## config.mk

```make
export PLATFORM = sky130hd
export DESIGN_NAME = cmd_led_ctrl
export DESIGN_NICKNAME = d
export VERILOG_FILES = /design/src/rtl/cmd_led_pkg.sv /design/src/rtl/cmd_led_ctrl_pwm_gen.sv /design/src/rtl/cmd_led_ctrl.sv
export SDC_FILE = /design/constraint.sdc
export NUM_CORES = 1
export LEC_CHECK = 0
export BUFFER_PORTS_ARGS = -buffer_cell sky130_fd_sc_hd__buf_2
export CORE_MARGIN = 2
export CORE_UTILIZATION = 45
export CTS_CLUSTER_SIZE = 30
export DETAILED_ROUTE_END_ITERATION = 7
export GPL_ROUTABILITY_DRIVEN = 0
export PLACE_DENSITY = 0.68
export RECOVER_POWER = 100
export SLEW_MARGIN = 5
export SYNTH_ARGS = -nofsm -noshare
export SYNTH_HDL_FRONTEND = slang
export SYNTH_HIERARCHICAL = 1
export SYNTH_SLANG_ARGS = --single-unit
```

## constraint.sdc

```tcl
create_clock -name i_clk -period 2.6 [get_ports i_clk]
set_input_delay 0.26 -clock i_clk [delete_from_list [all_inputs] [get_ports i_clk]]
set_output_delay 0.26 -clock i_clk [all_outputs]
set_load 0.02 [all_outputs]
```

## src/rtl/cmd_led_pkg.sv

```systemverilog
// ============================================================================
// cmd_led_pkg
// ----------------------------------------------------------------------------
// Shared constants and types for the badge command decoder / LED driver.
//   - Command byte values and the argument base used to form channel indices
//   - Response bytes returned when the command echo path is built in
//     (CMD_ECHO_EN)
//   - Decoder FSM state encoding
//   - Saturating byte increment used by the error counter
// ============================================================================
package cmd_led_pkg;

    localparam logic [7:0] CMD_KILL = 8'd65;   // 'A'
    localparam logic [7:0] CMD_SET  = 8'd83;   // 'S'
    localparam logic [7:0] CMD_DUTY = 8'd68;   // 'D'
    localparam logic [7:0] ARG_ALL  = 8'd96;   // 0x60 : every channel
    localparam logic [7:0] ARG_BASE = 8'd65;   // 'A' : channel 0

    localparam logic [7:0] RSP_ACK  = 8'd75;   // 'K'
    localparam logic [7:0] RSP_NAK  = 8'd78;   // 'N'

    typedef enum logic [1:0] {
        ST_IDLE = 2'd0,
        ST_ARG  = 2'd1,
        ST_END  = 2'd2,
        ST_RESP = 2'd3
    } state_t;

    // Counter that sticks at 255 instead of wrapping back to zero.
    function automatic logic [7:0] sat_inc8(input logic [7:0] value);
        return (value == 8'hFF) ? value : value + 8'd1;
    endfunction

endpackage

```

## src/rtl/cmd_led_ctrl_pwm_gen.sv

```systemverilog
// ============================================================================
// pwm_gen
// ----------------------------------------------------------------------------
// Free-running PWM_BITS counter with a registered duty compare.
// Ports:
//   i_clk     - clock
//   i_reset   - asynchronous active-high reset
//   i_duty    - duty value; output is high while counter < duty
//   o_pwm_on  - registered compare result
// ============================================================================
module pwm_gen #(
    parameter int PWM_BITS = 4
) (
    input  logic                i_clk,
    input  logic                i_reset,
    input  logic [PWM_BITS-1:0] i_duty,
    output logic                o_pwm_on
);

    logic [PWM_BITS-1:0] r_cnt;
    logic                r_pwm_on;

    // Counter wraps naturally at all-ones. The compare is registered so the
    // LED path only sees a flop output, never the comparator carry chain;
    // duty 0 can never be on and all-ones is on for all but one count.
    always_ff @(posedge i_clk or posedge i_reset) begin
        if (i_reset) begin
            r_cnt    <= '0;
            r_pwm_on <= 1'b0;
        end else begin
            r_cnt    <= r_cnt + PWM_BITS'(1);
            r_pwm_on <= (r_cnt < i_duty);
        end
    end

    assign o_pwm_on = r_pwm_on;

endmodule

```

## src/rtl/cmd_led_ctrl.sv

```systemverilog
// ============================================================================
// cmd_led_ctrl
// ----------------------------------------------------------------------------
// Decodes framed 3-byte commands (CMD, ARG, END==CMD) from the UART receive
// path, keeps a per-channel status mask and a global PWM duty, and drives
// N_CH LEDs from the status mask and an external challenge pattern.
//
// Optional feature macro: CMD_ECHO_EN
//   defined   : each completed frame is answered with 'K' / 'N' on the tx
//               handshake; the decoder stalls in RESP until it is taken.
//   undefined : tx_valid / tx_data are tied low and i_tx_ready is ignored.
//
// Ports:
//   i_clk, i_reset           - clock, asynchronous active-high reset
//   i_rx_data/valid, o_rx_ready - byte input handshake
//   i_base_pattern           - challenge LED pattern, gated by PWM
//   o_led                    - LED drive
//   o_status                 - status mask, 1 = alive
//   o_frame_ok / o_frame_err - one-cycle pulses per accepted / bad frame
//   o_err_count              - saturating error counter
//   o_tx_data/valid, i_tx_ready - response byte handshake
// ============================================================================
module cmd_led_ctrl
    import cmd_led_pkg::*;
#(
    parameter int N_CH        = 8,
    parameter int PWM_BITS    = 4,
    parameter int TIMEOUT_CYC = 1_000_000
) (
    input  logic            i_clk,
    input  logic            i_reset,
    input  logic [7:0]      i_rx_data,
    input  logic            i_rx_valid,
    output logic            o_rx_ready,
    input  logic [N_CH-1:0] i_base_pattern,
    output logic [N_CH-1:0] o_led,
    output logic [N_CH-1:0] o_status,
    output logic            o_frame_ok,
    output logic            o_frame_err,
    output logic [7:0]      o_err_count,
    output logic [7:0]      o_tx_data,
    output logic            o_tx_valid,
    input  logic            i_tx_ready
);

    localparam int                  TMR_W    = $clog2(TIMEOUT_CYC);
    localparam logic [TMR_W-1:0]    TMR_LAST = TMR_W'(TIMEOUT_CYC - 1);
    localparam logic [PWM_BITS-1:0] DUTY_RST = PWM_BITS'(1) << (PWM_BITS - 1);

    state_t              r_state;
    logic [7:0]          r_cmd;
    logic [7:0]          r_arg;
    logic [N_CH-1:0]     r_status;
    logic [PWM_BITS-1:0] r_duty;
    logic [7:0]          r_err_count;
    logic                r_frame_ok;
    logic                r_frame_err;
    logic [TMR_W-1:0]    r_timer;
`ifdef CMD_ECHO_EN
    logic                r_tx_valid;
    logic [7:0]          r_tx_data;
`endif

    logic                w_rx_ready;
    logic                w_accept;
    logic [7:0]          w_idx;
    logic                w_idx_ok;
    logic [N_CH-1:0]     w_onehot;
    logic                w_cmd_ok;
    logic                w_frame_good;
    logic                w_timeout;
    logic                w_pwm_on;

    assign w_rx_ready = (r_state != ST_RESP);
    assign w_accept   = i_rx_valid & w_rx_ready;

    // ARG below 'A' wraps to a large index, so the >= check is what rejects
    // negative channel numbers.
    assign w_idx      = r_arg - ARG_BASE;
    assign w_idx_ok   = (r_arg >= ARG_BASE) && (32'(w_idx) < N_CH);
    assign w_onehot   = N_CH'(1) << w_idx;

    // Whether the latched CMD/ARG pair is executable; END is checked
    // separately against the byte arriving now.
    always_comb begin
        w_cmd_ok = 1'b0;
        case (r_cmd)
            CMD_KILL: w_cmd_ok = (r_arg == ARG_ALL) || w_idx_ok;
            CMD_SET:  w_cmd_ok = w_idx_ok;
            CMD_DUTY: w_cmd_ok = 1'b1;
            default:  w_cmd_ok = 1'b0;
        endcase
    end

    assign w_frame_good = w_cmd_ok && (i_rx_data == r_cmd);

    // A byte accepted on the expiring cycle wins over the abort.
    assign w_timeout = ((r_state == ST_ARG) || (r_state == ST_END)) &&
                       !w_accept && (r_timer == TMR_LAST);

    // Decoder FSM plus all architectural state. Status, duty and the result
    // pulses change on the edge that accepts END so they are visible in the
    // very next cycle.
    always_ff @(posedge i_clk or posedge i_reset) begin
        if (i_reset) begin
            r_state     <= ST_IDLE;
            r_cmd       <= 8'd0;
            r_arg       <= 8'd0;
            r_status    <= '1;
            r_duty      <= DUTY_RST;
            r_err_count <= 8'd0;
            r_frame_ok  <= 1'b0;
            r_frame_err <= 1'b0;
            r_timer     <= '0;
`ifdef CMD_ECHO_EN
            r_tx_valid  <= 1'b0;
            r_tx_data   <= 8'd0;
`endif
        end else begin
            r_frame_ok  <= 1'b0;
            r_frame_err <= 1'b0;
            case (r_state)
                ST_IDLE: begin
                    if (w_accept) begin
                        r_cmd   <= i_rx_data;
                        r_timer <= '0;
                        r_state <= ST_ARG;
                    end
                end
                ST_ARG: begin
                    if (w_accept) begin
                        r_arg   <= i_rx_data;
                        r_timer <= '0;
                        r_state <= ST_END;
                    end else if (w_timeout) begin
                        r_frame_err <= 1'b1;
                        r_err_count <= sat_inc8(r_err_count);
                        r_timer     <= '0;
                        r_state     <= ST_IDLE;
                    end else begin
                        r_timer <= r_timer + TMR_W'(1);
                    end
                end
                ST_END: begin
                    if (w_accept) begin
                        r_timer <= '0;
                        if (w_frame_good) begin
                            r_frame_ok <= 1'b1;
                            case (r_cmd)
                                CMD_KILL: begin
                                    if (r_arg == ARG_ALL) r_status <= '1;
                                    else                  r_status <= r_status & ~w_onehot;
                                end
                                CMD_SET:  r_status <= r_status | w_onehot;
                                CMD_DUTY: r_duty   <= r_arg[PWM_BITS-1:0];
                                default:  r_status <= r_status;
                            endcase
                        end else begin
                            r_frame_err <= 1'b1;
                            r_err_count <= sat_inc8(r_err_count);
                        end
`ifdef CMD_ECHO_EN
                        r_tx_valid <= 1'b1;
                        r_tx_data  <= w_frame_good ? RSP_ACK : RSP_NAK;
                        r_state    <= ST_RESP;
`else
                        r_state    <= ST_IDLE;
`endif
                    end else if (w_timeout) begin
                        r_frame_err <= 1'b1;
                        r_err_count <= sat_inc8(r_err_count);
                        r_timer     <= '0;
                        r_state     <= ST_IDLE;
                    end else begin
                        r_timer <= r_timer + TMR_W'(1);
                    end
                end
                ST_RESP: begin
`ifdef CMD_ECHO_EN
                    if (i_tx_ready) begin
                        r_tx_valid <= 1'b0;
                        r_state    <= ST_IDLE;
                    end
`else
                    r_state <= ST_IDLE;
`endif
                end
                default: r_state <= ST_IDLE;
            endcase
        end
    end

    pwm_gen #(
        .PWM_BITS (PWM_BITS)
    ) u_pwm (
        .i_clk    (i_clk),
        .i_reset  (i_reset),
        .i_duty   (r_duty),
        .o_pwm_on (w_pwm_on)
    );

    // A dead channel (status 0) is lit solid regardless of the pattern.
    assign o_led       = (i_base_pattern & {N_CH{w_pwm_on}}) | ~r_status;
    assign o_rx_ready  = w_rx_ready;
    assign o_status    = r_status;
    assign o_frame_ok  = r_frame_ok;
    assign o_frame_err = r_frame_err;
    assign o_err_count = r_err_count;

`ifdef CMD_ECHO_EN
    assign o_tx_valid  = r_tx_valid;
    assign o_tx_data   = r_tx_data;
`else
    logic w_unused_tx_ready;
    assign w_unused_tx_ready = i_tx_ready;
    assign o_tx_valid  = 1'b0;
    assign o_tx_data   = 8'd0;
`endif

endmodule

```

==> flow_summary.toml, run 1 <==
[place]
dp_hpwl_um = 5420
dp_worst_setup_slack_ps = 141
port_buffers = 45

[critical_path]
crit_chain = "inv_1, ha_2, buf_4, nor3_1, a22o_1, o2111ai_2, a21oi_2, o41ai_4, buf_4, o21a_4, mux2_4"
cp-startpoint = "r_arg[1]$_DFFE_PP0P_"
critPathSlowestCell = "dfrtp_1"
cpPeakStageDelay_ps = 370
critical_path_class = "flip-flop to flip-flop"
crit_arrival_ps = 2670
crit_end = "o_err_count[1]$_DFFE_PP0P_"
endpoint_kind = "flip-flop"
r2r_slack_ps = 160
crit_path_frequent_cell = "buf_4"
r2r_end = "o_err_count[1]$_DFFE_PP0P_"
reg2reg_from = "r_arg[1]$_DFFE_PP0P_"
worstPathRequired_ps = 2830
start_kind = "flip-flop"
crit_path_max_fanout = 6
rr_worst_depth = 11

[min_path]
hp-class = "input pin to flip-flop"

[die]
die_x_um = 94.3
die_height_um = 94.3
initial_core_util = 0.470
die-area_um2 = 8900
rows = 32
io_pins = 56
core_area_um2 = 7810

[cts]
cts_tree = "built"
root_buffer = "clkbuf_8"
cts_htree_levels = 3
path_clk_slew_ps = 70
clockBufferDepth = 2
worstSkewPairLatency_ps = 340
cts_sinks = 65
cts_buffers = 9

[cells_and_area]
drive_gt1_frac = 0.166
n_fill_cell = 718
multi_input_comb_area_um2 = 1890
layout_commonest_cell = "dfrtp_1"
regArea_um2 = 1640
nets = 455
area.growth.synth_to_final_pct = 14.6
layout_common_cells = "56 x dfrtp_1, 53 x nand2_1, 33 x clkbuf_1"
n_antenna_cell = 0

[grt]
grt_pass1_wl_um = 12400
grt_max_degree = 24
grt.total_usage = 0.178
first_global_vias = 2717
antenna_found_initial = 0
grt_overflow_total = 0

[power]
max-vdd-ir-drop_mv = 0.488
p_comb_frac = 0.356
swShare = 0.366
leakage_nw = 1.91
p_per_area_nw_per_um2 = 879
power_switching_mw = 1.35
seqPwrFrac = 0.381
clkPwrFrac = 0.263
internal_power_mw = 2.34

[detailed_routing]
post_drt_wl_per_cell_um = 13.8
vias = 2788
routed_via_density = 5.26
wl_um = 7330
drt_drc_violations_left = 0
antenna_left = 0
drt_iter0_markers = 93
firstDrtPassIters = 4

[run]
max-cap-violations = 0

[yosys]
ys_warn_count = 6
synth_seq_area_share = 0.446
synthCells = 365
synth.cell_area_um2 = 3670
ys_ff_latch = 65
ys.flop_type = "dfrtp_1"
synth-async-reset-ratio = 1.00
synth.avg_cell_area_um2 = 10.1
yosysUniqueCellTypes = 60
synth_edf_count = 0

[sta]
layout_setup_ws_ps = 165
fin_crit_ps = 2440
finalHoldViolCount = 0
finalSetupViolations = 0
setup-tns-final_ps = 0
fmax_mhz = 411
fin_crit_sh = 0.937
tightest_slew_ps = 1010
slew-limit-headroom = 0.328
slew_violations = 0
rsz0062_at_grt = "no"
clock-skew-final_ps = 10.9

[run_status]
outcome = "finished clean"
[flip-flops by register name, summed over array words and instances, names as in the netlist]
| signal | count |
|---|---|
| r_timer | 20 |
| o_err_count | 8 |
| o_status | 8 |
| r_arg | 8 |
| r_cmd | 8 |
| r_duty | 4 |
| u_pwm/r_cnt | 4 |
| r_state | 2 |
| o_frame_err | 1 |
| o_frame_ok | 1 |
| u_pwm/o_pwm_on | 1 |
[power by group through the flow]
| stage | logic [mW] | registers, mW | clock network [mW] |
|---|---|---|---|
| 3_3_place_gp | 1.30 | 1.41 | 0 |
| 6_report | 1.32 | 1.41 | 0.971 |
| 4_1_cts | 1.34 | 1.41 | 0.992 |
| 3_5_place_dp | 1.33 | 1.42 | 0 |
| 5_1_grt | 1.47 | 1.44 | 1.04 |
| 2_1_floorplan | 1.06 | 1.36 | 0 |
[routing by layer]
layer  global-route usage  vias up  wire length, um
met5                    0        -                0
met4               0.0725        0              120
met3               0.0321       11              299
met2                0.309       49             3650
met1                0.217     1343             3260
li1                     -     1385                -
[synth_stat cells, types with 2 or more instances]
cell       n  area (um2)
dfrtp_1   56        1400
nand2_1   52         195
nor2_1    27         101
xor2_1    17         149
o21ai_1   14        70.1
nand3_1   13        65.1
a21oi_1   12        60.1
ha_1      12         150
inv_1     12        45.0
mux2_1    12         135
mux2i_1   11         110
buf_4     10        75.1
and3_1     9        56.3
dfstp_2    9         236
mux2_2     8        90.1
nand4_1    8        50.1
xnor2_1    5        43.8
a31oi_1    4        25.0
buf_2      4        20.0
nand4b_1   4        35.0
nor2b_1    4        25.0
nor3_1     4        20.0
o21ai_0    4        20.0
or3_1      4        25.0
nand3b_1   3        22.5
nor3b_2    3        37.5
nor4_1     3        18.8
a41oi_1    2        17.5
and4_1     2        17.5
and4b_1    2        20.0
clkbuf_1   2        7.51
inv_2      2        7.51
nand2b_1   2        12.5
nor4b_1    2        17.5
o31ai_1    2        15.0
[timing repair]
action,in CTS,in global routing
buffers inserted,0,2
resized for setup,0,3
hold endpoints to repair,26,0
setup endpoints to repair,0,2
hold buffers,1,0
[per-stage QoR]
step | utilization | instances | total power [mW] | hold slack, ps | area, um2
after CTS | 0.543 | 528 | 3.74 | 157 | 4240
after floorplan | - | 373 | 2.43 | 38.5 | 3700
after global routing | 0.539 | 530 | 3.94 | 172 | 4210
after detailed placement | 0.513 | 511 | 2.75 | 193 | 4000
after global placement | 0.513 | 511 | 2.72 | 183 | 4000
final | 0.539 | 530 | 3.70 | 175 | 4210
[cells by family after synthesis]
kind of cell,after synthesis,share of synthesized area
adders and majority gates,12,0.0409
xor gates and xnor gates,22,0.0525
AOI/OAI and AO/OA,51,0.0995
other,1,0.00102
and+or+nand+nor,150,0.218
muxes,32,0.0954
buffers and inverters,32,0.0464
DFF,65,0.446
[worst min path at each step]
| stage | start | endpoint | slack, ps | depth (start not counted) |
|---|---|---|---|---|
| finish | i_rx_data[4] | r_cmd[4]$_DFFE_PP0P_ | 170 | 2 |
| global route | i_rx_data[4] | r_cmd[4]$_DFFE_PP0P_ | 170 | 2 |
| CTS | i_rx_data[4] | r_cmd[4]$_DFFE_PP0P_ | 160 | 2 |
| detailed placement | i_reset | u_pwm/r_cnt[2]$_DFF_PP0_ | 190 | 2 |
| global placement | i_reset | u_pwm/r_cnt[1]$_DFF_PP0_ | 180 | 2 |
| floorplan | i_reset | u_pwm/o_pwm_on$_DFF_PP0_ | 40 | 1 |
[layout make-up]
type | instances | share of cell area
Tap cell | 102 | 0.0303
Clock inverter | 2 | 0.0143
Timing Repair Buffer | 57 | 0.0649
Clock buffer | 14 | 0.0387
Sequential cell | 65 | 0.389
Multi-Input combinational cell | 276 | 0.450
Inverter | 14 | 0.0125
[critical path: cells and delay by family, from the launching register on]
kind	cells	cell delay, ps
AOI/OAI and AO/OA	5	990
buffers and inverters	3	430
DFF	1	370
muxes	1	290
adders and majority gates	1	200
and+or+nand+nor	1	50
(Power assumes the default switching activity.)
==> inputs of run 2 (changes only) <==
Settings changed: CAP_MARGIN set to 20, SKIP_LAST_GASP set to 1, SYNTH_HIERARCHICAL 1 to unset.
==> flow_summary.toml, run 2 <==
[run_status]
outcome = "finished, violations left"
violations = "max-capacitance violations, max-slew violations"

[critical_path]
reg2reg_from = "r_timer[0]$_DFFE_PP0P_"
start_kind = "flip-flop"
crit_chain = "ha_1, nand3_2, or2_4, or4_4, a211oi_4, nand2_2, mux2_4"
cpPeakStageDelay_ps = 600
crit_path_max_fanout = 5
r2r_end = "o_err_count[1]$_DFFE_PP0P_"
r2r_slack_ps = 110
crit_arrival_ps = 2730
critical_path_class = "flip-flop to flip-flop"
endpoint_kind = "flip-flop"
critPathSlowestCell = "or4_4"
rr_worst_depth = 7
worstPathRequired_ps = 2830

[cells_and_area]
n_antenna_cell = 0
largest-register = "r_timer"
layout_commonest_cell = "dfrtp_1"
instances_no_fill = 554
nets = 479
layout_common_cells = "56 x dfrtp_1, 47 x nand2_1, 33 x clkbuf_1"
largest_reg_flops = 20
drive_gt1_frac = 0.184
area.growth.synth_to_final_pct = 15.0

[min_path]
hp-class = "input pin to flip-flop"
hold_end = "r_arg[6]$_DFFE_PP0P_"
min-delay-start = "i_rx_data[6]"
hold_depth = 2

[die]
die_x_um = 94.4
die_height_um = 94.4
initial_core_util = 0.471
core_area_um2 = 7810
die-area_um2 = 8920
io_pins = 56
rows = 32

[grt]
antenna_found_initial = 1
first_global_vias = 2808
grt.total_usage = 0.182
grt_pass1_wl_um = 12800
grt_max_degree = 66
grt_overflow_total = 0

[yosys]
yosysUniqueCellTypes = 54
ys_warn_count = 0
synthTopCellsByArea = "dfrtp_1 38%, dfstp_2 6.4%, mux2_2 6.1%"
yosysMostFrequentCell = "dfrtp_1"
ys_ff_latch = 65
synth_top_area_frac = 0.381
synth_area_leader_cell = "dfrtp_1"
synth_edf_count = 0
synthCells = 384
synth.avg_cell_area_um2 = 9.59
ys.flop_type = "dfrtp_1"
synth_seq_area_share = 0.445
synth-async-reset-ratio = 1.00
ys_top_cells_by_count = "56 x dfrtp_1, 47 x nand2_1, 32 x o21ai_0, 21 x nor2_1"
synth.cell_area_um2 = 3680

[run]
max-cap-violations = 1

[cts]
cts_buffers = 9
path_clk_slew_ps = 80
cts_htree_levels = 3
worstSkewPairLatency_ps = 340
cts_sinks = 65
cts_tree = "built"
cts_setup_buffers = 0
root_buffer = "clkbuf_8"
clockBufferDepth = 2

[place]
port_buffers = 45
dp.cells = 537
dp_worst_setup_slack_ps = 118
dp_hpwl_um = 5510

[sta]
layout_setup_ws_ps = 108
rsz0062_at_grt = "no"
finalHoldViolCount = 0
tightest_slew_ps = 1580
clock-skew-final_ps = 14.8
fin_crit_ps = 2490
slew-limit-headroom = -0.0551
setup-tns-final_ps = 0
fmax_mhz = 401
slew_violations = 66
finalSetupViolations = 0
fin_crit_sh = 0.958

[detailed_routing]
routed_via_density = 5.38
vias = 2982
firstDrtPassIters = 4
drt_iter0_markers = 135
antenna_left = 0
wl_um = 7440
drt_drc_violations_left = 0
post_drt_wl_per_cell_um = 13.4

[power]
seqPwrFrac = 0.376
leakage_nw = 1.80
total_power_mw = 3.62
swShare = 0.384
power_switching_mw = 1.39
p_per_area_nw_per_um2 = 856
clkPwrFrac = 0.235
p_comb_frac = 0.389
internal_power_mw = 2.23
max-vdd-ir-drop_mv = 0.355
==> run 2: cell types whose count changed in the layout (fill, tap and decap cells not counted), sizes merged, moves of 6 or more <==
cell / change
xor2: -15
mux2i: -7
nor3: +6
nand3: +8
o21ai: +15
xnor2: +14
nor2: -6
==> run 2: logic make-up (layout without fill, tap and decap cells) <==
group | Yosys count | after routing | synth area share
and+or+nand+nor | 153 | 153 | 0.215
muxes | 26 | 26 | 0.0792
AOI/OAI and AO/OA | 70 | 70 | 0.122
other | 1 | 9 | 0.00102
adders and majority gates | 12 | 12 | 0.0408
buffers and inverters | 36 | 96 | 0.0466
DFF | 65 | 65 | 0.445
xor gates and xnor gates | 21 | 21 | 0.0500
==> run 2: how the worst max path moves through the flow <==
stage,startpoint,end,cells past startpoint
4_1_cts,r_timer[0]$_DFFE_PP0P_,o_err_count[6]$_DFFE_PP0P_,7
3_5_place_dp,r_timer[0]$_DFFE_PP0P_,o_err_count[6]$_DFFE_PP0P_,7
3_3_place_gp,r_timer[0]$_DFFE_PP0P_,o_err_count[6]$_DFFE_PP0P_,7
5_1_grt,r_timer[0]$_DFFE_PP0P_,o_err_count[1]$_DFFE_PP0P_,7
2_1_floorplan,r_timer[0]$_DFFE_PP0P_,o_err_count[1]$_DFFE_PP0P_,7
6_report,r_timer[0]$_DFFE_PP0P_,o_err_count[1]$_DFFE_PP0P_,7
==> run 2: power by group through the flow <==
stage          Combinational, mW  Sequential (mW)  Clock (mW)
5_1_grt                     1.58             1.39       0.918
3_5_place_dp                1.45             1.38           0
4_1_cts                     1.46             1.36       0.872
3_3_place_gp                1.41             1.36           0
2_1_floorplan               1.02             1.38           0
6_report                    1.41             1.36       0.849
==> run 2: worst max-delay path, delay by kind of cell, from the launching register on <==
family                     cells  cell delay [ps]
AOI/OAI and AO/OA              1              340
adders and majority gates      1              220
DFF                            1              400
muxes                          1              310
and+or+nand+nor                4             1120
==> run 2: cell type report <==
class,count,area (um2)
Clock inverter,6,68.8
Timing Repair Buffer,61,293
Multi-Input combinational cell,291,1910
Inverter,19,71.3
Tap cell,102,128
Clock buffer,10,128
Fill cell,762,3580
Sequential cell,65,1640
==> run 2: layer usage <==
layer | part of all wire | wire (um) | vias to the layer above | track usage
li1 | - | - | 1468 | -
met1 | 0.45 | 3340 | 1435 | 0.223
met2 | 0.48 | 3600 | 67 | 0.313
met3 | 0.052 | 390 | 12 | 0.0463
met4 | 0.015 | 114 | 0 | 0.0616
met5 | 0 | 0 | - | 0
==> run 2: per-stage QoR <==
step | utilization | hold slack (ps) | instance area [um2]
after floorplan | - | 411 | 3710
after global placement | 0.524 | 358 | 4090
after detailed placement | 0.524 | 361 | 4090
after CTS | 0.550 | 173 | 4300
after global routing | 0.542 | 184 | 4230
final | 0.542 | 184 | 4230
==> run 2: timing repair <==
action | CTS | global route
hold endpoints to repair | 47 | 0
hold buffers | 1 | 0
gates resized for setup | 0 | 1
endpoints found under the setup margin | 0 | 1
==> inputs of run 3 (changes only) <==
Settings changed: CORE_ASPECT_RATIO set to 1.2.
==> flow_summary.toml, run 3 (synthesis gave the netlist of run 2 again) <==
[cells_and_area]
layout_commonest_cell = "dfrtp_1"
drive_gt1_frac = 0.170
area.growth.synth_to_final_pct = 13.8
nets = 482
layout_common_cells = "56 x dfrtp_1, 47 x nand2_1, 39 x clkbuf_1"
largest_reg_flops = 20
largest-register = "r_timer"
n_antenna_cell = 0

[sta]
fin_crit_sh = 0.963
slew-limit-headroom = 0.336
layout_setup_ws_ps = 96.3
rsz0062_at_grt = "no"
clock-skew-final_ps = 9.19
setup-tns-final_ps = 0
finalHoldViolCount = 0
fin_crit_ps = 2500
finalSetupViolations = 0
tightest_slew_ps = 995
fmax_mhz = 399
slew_violations = 0

[critical_path]
start_kind = "flip-flop"
r2r_end = "o_err_count[1]$_DFFE_PP0P_"
rr_worst_depth = 7
reg2reg_from = "r_timer[0]$_DFFE_PP0P_"
worstPathRequired_ps = 2830
critical_path_class = "flip-flop to flip-flop"
crit_path_max_fanout = 5
crit_arrival_ps = 2740
endpoint_kind = "flip-flop"
r2r_slack_ps = 100

[power]
p_per_area_nw_per_um2 = 836
leakage_nw = 1.78
total_power_mw = 3.50
max-vdd-ir-drop_mv = 0.342

[die]
die-area_um2 = 8920
die_height_um = 103
core_area_um2 = 8020
rows = 36
initial_core_util = 0.459
die_x_um = 86.6
io_pins = 56

[detailed_routing]
routed_via_density = 5.41
firstDrtPassIters = 5
antenna_left = 0
vias = 2968
drt_drc_violations_left = 0
drt_iter0_markers = 97
post_drt_wl_per_cell_um = 13.8
wl_um = 7600

[run_status]
outcome = "finished clean"

[grt]
grt_overflow_total = 0
met1_usage = 0.193
grt_max_degree = 27
met3_usage = 0.0328
grtUsageMet2 = 0.334
top_usage_layer = "met2"
grt_pass1_wl_um = 12600
first_global_vias = 2877
antenna_found_initial = 0
grt.total_usage = 0.183

[place]
dp_worst_setup_slack_ps = 110
port_buffers = 45
dp_hpwl_um = 5810

[min_path]
min-delay-start = "i_rx_data[7]"
hp-class = "input pin to flip-flop"
hold_depth = 2
hold_end = "r_arg[7]$_DFFE_PP0P_"

[cts]
worstSkewPairLatency_ps = 350
cts_sinks = 65
cts_htree_levels = 3
cts_tree = "built"
cts_setup_buffers = 0
root_buffer = "clkbuf_8"
cts_buffers = 9
path_clk_slew_ps = 70
clockBufferDepth = 2

[run]
max-cap-violations = 0
## run 3: changes by cell type in the layout (fill, tap and decap cells not counted), sizes merged
cell	delta
clkinv	-4
clkinvlp	+1
buf	-1
bufinv	-1
clkbuf	+7
## run 3: metrics by stage
stage | utilization | hold slack (ps) | instances | area [um2]
floorplan | - | 411 | 392 | 3710
CTS | 0.532 | 167 | 549 | 4260
global route | 0.522 | 175 | 549 | 4190
global placement | 0.510 | 335 | 533 | 4090
detailed placement | 0.510 | 349 | 533 | 4090
finish | 0.522 | 181 | 549 | 4190
## run 3: critical path: stages (launching register included)
cell	delay (ps)
dfrtp_1	400
ha_1	220
nand3_2	120
or2_4	290
or4_4	590
a211oi_4	340
nand2_2	110
mux2_4	310
## run 3: what timing repair did
action	4_1_cts	5_1_grt
setup endpoints to repair	0	1
hold endpoints to repair	18	0
resized for setup	0	1
hold buffers	1	0
## run 3: worst max path at each step
stage	startpoint	to	slack (ps)	cells after the start
4_1_cts	r_timer[0]$_DFFE_PP0P_	o_err_count[1]$_DFFE_PP0P_	90	7
6_report	r_timer[0]$_DFFE_PP0P_	o_err_count[1]$_DFFE_PP0P_	100	7
2_1_floorplan	r_timer[0]$_DFFE_PP0P_	o_err_count[1]$_DFFE_PP0P_	270	7
3_3_place_gp	r_timer[0]$_DFFE_PP0P_	o_err_count[1]$_DFFE_PP0P_	150	7
5_1_grt	r_timer[0]$_DFFE_PP0P_	o_err_count[1]$_DFFE_PP0P_	2	7
3_5_place_dp	r_timer[0]$_DFFE_PP0P_	o_err_count[1]$_DFFE_PP0P_	110	7
## run 3: per-layer routing
layer	routed length, um	vias to the layer above
li1	-	1476
met1	3220	1422
met5	0	-
met2	3900	54
met3	264	16
met4	218	0
## run 3: power by group
group	internal (mW)	switching [mW]
Combinational	0.588	0.796
Clock	0.368	0.376
Sequential	1.19	0.185
## run 3: final cells by class
type | count | area, um2
Sequential cell | 65 | 1640
Fill cell | 770 | 3830
Clock inverter | 2 | 15.0
Tap cell | 95 | 119
Inverter | 19 | 71.3
Timing Repair Buffer | 64 | 300
Multi-Input combinational cell | 291 | 1900
Clock buffer | 13 | 149
